### config.mk
export PLATFORM = sky130hd
export DESIGN_NAME = ascii_line_packer
export DESIGN_NICKNAME = d
export VERILOG_FILES = /design/src/rtl/ascii_pkg.sv /design/src/rtl/ascii_slot_decoder.sv /design/src/rtl/ascii_line_packer.sv
export SDC_FILE = /design/constraint.sdc
export NUM_CORES = 2
export LEC_CHECK = 0
export BUFFER_PORTS_ARGS = -buffer_cell sky130_fd_sc_hd__buf_2
export CORE_AREA = 2 2 406 408
export CTS_CLUSTER_SIZE = 40
export DETAILED_ROUTE_END_ITERATION = 6
export DIE_AREA = 0 0 408 410
export SYNTH_ARGS = -nofsm -noshare
export SYNTH_HDL_FRONTEND = slang
export SYNTH_SLANG_ARGS = --single-unit
### constraint.sdc
create_clock -name clk -period 4.6 [get_ports clk]
set_clock_uncertainty 0.1 [all_clocks]
set_input_delay 0 -clock clk [delete_from_list [all_inputs] [get_ports clk]]
set_output_delay 0 -clock clk [all_outputs]
set_load 0.03 [all_outputs]
### src/rtl/ascii_pkg.sv
// Shared constants and types for the ASCII line packer.
package ascii_pkg;

  localparam int CHAR_W    = 7;
  localparam int MAX_CHARS = 146;
  localparam int MSG_W     = 1023;
  localparam int CNT_W     = 8;

  // MAX_CHARS in the width of the count register, for direct comparison.
  localparam logic [CNT_W-1:0] MAX_COUNT = 8'd146;

  localparam logic [CHAR_W-1:0] ASCII_CR  = 7'h0D;
  localparam logic [CHAR_W-1:0] ASCII_BS  = 7'h08;
  localparam logic [CHAR_W-1:0] ASCII_NUL = 7'h00;

  typedef enum logic {
    COLLECT = 1'b0,
    HOLD    = 1'b1
  } state_t;

endpackage

### src/rtl/ascii_slot_decoder.sv
// Turns a slot address into a one-hot slot write enable.
// Addresses at or beyond MAX_CHARS enable no slot.
module ascii_slot_decoder
  import ascii_pkg::*;
(
  input  logic [CNT_W-1:0]     count_i,
  output logic [MAX_CHARS-1:0] slot_en_o
);

  // One enable bit per slot, high only for the addressed slot.
  always_comb begin
    slot_en_o = '0;
    for (int i = 0; i < MAX_CHARS; i++) begin
      if (count_i == CNT_W'(i)) slot_en_o[i] = 1'b1;
    end
  end

endmodule

### src/rtl/ascii_line_packer.sv
// Collects ASCII characters into a packed line with CR termination,
// backspace editing and buffer-full termination.
// The finished line is held until msg_ack.
//
// Handshakes: a character transfers on a rising edge where
// char_valid && char_ready. char_ready is high only in COLLECT, and the
// producer must hold char_data steady until it transfers. The line transfers
// on the edge where msg_valid && msg_ack. msg_ack outside HOLD is ignored.
module ascii_line_packer
  import ascii_pkg::*;
(
  input  logic              clk,
  input  logic              rst,
  input  logic              char_valid,
  input  logic [CHAR_W-1:0] char_data,
  output logic              char_ready,
  output logic [MSG_W-1:0]  ascii_IN,
  output logic [CNT_W-1:0]  char_count,
  output logic              msg_valid,
  input  logic              msg_ack,
  output logic              state_dbg
);

  state_t                          state_q;
  logic [CNT_W-1:0]                count_q;
  logic [MAX_CHARS-1:0][CHAR_W-1:0] slots_q;
  logic                            msg_valid_q;

  logic                 accept;
  logic                 is_cr;
  logic                 is_bs;
  logic                 count_nz;
  logic [CNT_W-1:0]     wr_addr_d;
  logic [CHAR_W-1:0]    wr_data_d;
  logic [CNT_W-1:0]     count_inc_d;
  logic [MAX_CHARS-1:0] slot_en;

  // Decode the incoming character.
  // A backspace addresses the last stored slot and writes NUL.
  // Anything else addresses the next free slot.
  always_comb begin
    accept      = char_valid && (state_q == COLLECT);
    is_cr       = (char_data == ASCII_CR);
    is_bs       = (char_data == ASCII_BS);
    count_nz    = (count_q != '0);
    count_inc_d = count_q + 8'd1;
    wr_addr_d   = count_q;
    wr_data_d   = char_data;
    if (is_bs) begin
      wr_data_d = ASCII_NUL;
      if (count_nz) wr_addr_d = count_q - 8'd1;
    end
  end

  ascii_slot_decoder u_slot_decoder (
    .count_i   (wr_addr_d),
    .slot_en_o (slot_en)
  );

  // Line FSM: the count, the slot buffer and the registered msg_valid.
  always_ff @(posedge clk) begin
    if (rst) begin
      state_q     <= COLLECT;
      count_q     <= '0;
      slots_q     <= '0;
      msg_valid_q <= 1'b0;
    end else begin
      case (state_q)
        COLLECT: begin
          if (accept) begin
            if (is_cr) begin
              // A CR on an empty line is dropped. Otherwise it ends the line.
              if (count_nz) begin
                state_q     <= HOLD;
                msg_valid_q <= 1'b1;
              end
            end else if (is_bs) begin
              if (count_nz) begin
                count_q <= count_q - 8'd1;
                for (int i = 0; i < MAX_CHARS; i++) begin
                  if (slot_en[i]) slots_q[i] <= wr_data_d;
                end
              end
            end else begin
              count_q <= count_inc_d;
              for (int i = 0; i < MAX_CHARS; i++) begin
                if (slot_en[i]) slots_q[i] <= wr_data_d;
              end
              if (count_inc_d == MAX_COUNT) begin
                state_q     <= HOLD;
                msg_valid_q <= 1'b1;
              end
            end
          end
        end
        HOLD: begin
          if (msg_ack) begin
            state_q     <= COLLECT;
            count_q     <= '0;
            slots_q     <= '0;
            msg_valid_q <= 1'b0;
          end
        end
        default: begin
          state_q     <= COLLECT;
          count_q     <= '0;
          slots_q     <= '0;
          msg_valid_q <= 1'b0;
        end
      endcase
    end
  end

  // Slot 0 sits in the low bits. The top bit of the bus is unused.
  always_comb begin
    ascii_IN   = {1'b0, slots_q};
    char_count = count_q;
    msg_valid  = msg_valid_q;
    char_ready = (state_q == COLLECT);
    state_dbg  = state_q;
  end

endmodule

==> impl_metrics.yaml <==
route:
  met3WireLength_um: 12100
  drt_pre_antenna_iters: 6
  via_per_inst: 4.43
  wl_met1_um: 67100
  top_layer: "met5"
  detail_route.wirelength_um: 161000
  drt-initial-drc-count: 2268
  drt-wirelength-per-cell_um: 22.9
  met2_wirelength_um: 75500
  drc_errors: 0
  antenna_violating_nets_post_route: 0
  detailroute.via_count: 31100
critical_path:
  timing.critical_path.from_type: "flip-flop"
  cell_family_with_the_largest_share_of_critical_path_delay: "simple AND/OR/NAND/NOR gates"
  worstPathMaxFanout: 14
  cp_data_required_time_ns: 5.16
  worstPathCellList: "inv_1, ha_1, nor4b_1, a41oi_1, nor2_1, nand3_1, mux2i_1"
  worstSetupStartpoint: "char_count[1]"
  r2r_start: "char_count[1]"
  worst_path_largest_cell_delay_ns: 0.98
  cp.arrival_ns: 4.80
  critical_path_buf_inv_count: 1
  timing.setup.critical_path_class: "reg2reg"
  critical_path.slowest_cell: "sky130_fd_sc_hd__nor2_1"
  rrSetupSlack_ns: 0.36
  endpoint_kind: "flip-flop"
synthesis:
  dominantRegCellSynth: "sky130_fd_sc_hd__dfxtp_1"
  post_synth_most_frequent_cells: "sky130_fd_sc_hd__nand2_1 (1059), sky130_fd_sc_hd__dfxtp_1 (1032), sky130_fd_sc_hd__mux2i_1 (1023)"
  number_of_nets_produced_by_synthesis: 3774
  synth-warning-count: 0
  postSynthRegisterBits: 1032
  synth.top_cell.area_share_pct: 53.0
  synth.largest_area_cell: "sky130_fd_sc_hd__dfxtp_1"
  post_synth_main_area_contributors: "sky130_fd_sc_hd__dfxtp_1 (53%), sky130_fd_sc_hd__mux2i_1 (26%), sky130_fd_sc_hd__nand2_1 (10%)"
  most_common_cell_in_the_netlist: "sky130_fd_sc_hd__nand2_1"
  post_synth_instance_area_mm2: 0.0390
  postSynthCellCount: 3759
  post_synth_edffs: 0
  postSynthAreaPerCell_um2: 10.4
  synth-seq-area-share_pct: 53.0
  yosysUniqueCellTypes: 74
  synth_async_sr_flop_share_pct: 0
timing:
  drv_slew: 0
  maxClockFrequency_ghz: 0.236
  worst-slew-pin-transition_ns: 1.18
  rsz_0062_raised_after_global_routing: "no"
  timing_hold_violations_final: 0
  final_sum_of_negative_setup_slack_ns: 0
  timing.max_slew.rel_slack_pct: 21.0
  setup-violations-final: 0
  final.min_clock_period_ns: 4.24
  finalCritPeriodShare_pct: 92.1
clocking:
  clk_pin_slew_worst_paths_ns: 0.07
  clock_path_buffers: 3
  cts_buffer_count: 111
  numClockSinks: 1032
  post-cts-setup-buffers: 0
  cts-resized-gates: 0
  cts.htree.levels: 3
  clock_tree.root_cell: "sky130_fd_sc_hd__clkbuf_16"
  cts-hold-fix-buffers: 8
  worstSkewPairLatency_ns: 0.74
  cts_tree: "built"
floorplanning:
  std_cell_rows: 149
  num_io_pins: 1045
  die_h_um: 410
  chipWidth_um: 408
  floorplan.core_area_mm2: 0.163
  floorplan.die_area_mm2: 0.167
  floorplan.initialDensity_pct: 23.8
placement:
  portBuffers: 1043
  gpl.final_weighted_congestion: 0.853
  hpwlAfterDp_um: 111000
  detailed_place.area_mm2: 0.0470
run_status:
  status: "finished clean"
power:
  power_leakage_nw: 24.6
  cell_area_power_density_mw_per_mm2: 378
  max-vdd-ir-drop_mv: 0.265
grt:
  globalRoute.totalOverflow: 0
  global_route_wire_length_before_repair_um: 226000
  grt_max_degree: 208
  antenna_found_initial: 12
  grt_pass1_vias: 30600
  grt_use_total_pct: 18.4
run:
  maxCapViolCount: 0
final_layout:
  final_area_mm2: 0.0510
  final_nets: 4746
  post_route_cells_drive_above_1_share_pct: 30.6
  syn_to_final_growth_pct: 30.8
  fin_util_pct: 31.2
hold_path:
  hold_start: "char_data[5]"
  worst_hold_check_path_type: "in2reg"
[area by class of cell]
type | count | area, µm²
well taps | 2189 | 2740
diodes | 2 | 5.00
repair buffers | 1163 | 6400
clock buffers | 160 | 3200
clock inverters | 49 | 719
flip-flops and latches | 1032 | 20700
inverters | 7 | 26.3
fillers | 16900 | 113000
multi-input cells | 2416 | 17200
[worst min-delay path, stage by stage]
cell and delay (ns):
sky130_fd_sc_hd__buf_2 0.13, sky130_fd_sc_hd__or4bb_1 0.27, sky130_fd_sc_hd__o21a_1 0.26, sky130_fd_sc_hd__a32oi_1 0.12, sky130_fd_sc_hd__nor2_1 0.09
[state kept, by name (all words and copies together), names as in the netlist]
register,count
msg_valid,1
char_count,8
state_dbg,1
ascii_IN,1022
[cell families after synthesis]
kind of cell / count (synthesis) / share of synthesized area [%]
compound gates: 100 / 1.91
xor+xnor: 2 / 0.0450
other cells: 1 / 0.00962
buf+inv: 311 / 3.39
simple gates: 1286 / 15.2
fa+ha+maj: 4 / 0.128
mux: 1023 / 26.3
flops: 1032 / 53.0
[per-layer routing]
metal | up-vias | track usage [%]
li1 | 14500 | -
met3 | 244 | 5.50
met4 | 4 | 7.12
met5 | - | 0
met1 | 15200 | 22.2
met2 | 1118 | 30.5
[metrics by stage]
stage,hold WS (ns),power [mW],setup WS [ns],cells
floorplan,0.0776,9.61,1.21,3759
global placement,0.191,9.95,0.357,6799
detailed placement,0.205,9.96,0.0588,6799
CTS,0.00788,19.5,0.0643,7016
global route,0.0871,19.9,0.0126,7017
finish,0.0906,19.2,0.364,7018
[placed cells by master, fill, tap and decap left out, types with 8 or more instances in the layout]
master,instances
sky130_fd_sc_hd__clkbuf_16,111
sky130_fd_sc_hd__nand2_2,9
sky130_fd_sc_hd__clkinv_2,16
sky130_fd_sc_hd__nand3_2,20
sky130_fd_sc_hd__o21ai_0,13
sky130_fd_sc_hd__buf_12,21
sky130_fd_sc_hd__dfxtp_1,1032
sky130_fd_sc_hd__nor2_1,17
sky130_fd_sc_hd__mux2i_1,1023
sky130_fd_sc_hd__buf_4,91
sky130_fd_sc_hd__clkbuf_8,24
sky130_fd_sc_hd__nor3b_2,8
sky130_fd_sc_hd__nor3_2,11
sky130_fd_sc_hd__buf_2,1043
sky130_fd_sc_hd__clkbuf_1,25
sky130_fd_sc_hd__bufinv_16,10
sky130_fd_sc_hd__nand3_1,42
sky130_fd_sc_hd__nand2_1,1052
sky130_fd_sc_hd__and2_1,13
sky130_fd_sc_hd__nor3_4,47
sky130_fd_sc_hd__a21oi_1,19
sky130_fd_sc_hd__dlygate4sd3_1,8
[report_power, final]
part           switching [mW]  total, mW  internal [mW]  leakage [nW]
Combinational           0.642      0.790          0.148          14.4
Clock                    4.02       9.50           5.47          1.91
Sequential             0.0117       8.96           8.95          8.31
Total                    4.68       19.2           14.6          24.6
[worst paths after layout]
path | to | cells past startpoint
worst max register to register | ascii_IN[173] | 7
worst min register to register | ascii_IN[35] | 2
worst min-delay path | char_count[2] | 5
worst max-delay path | ascii_IN[173] | 7
No activity file was read; power rests on OpenSTA's default activity.
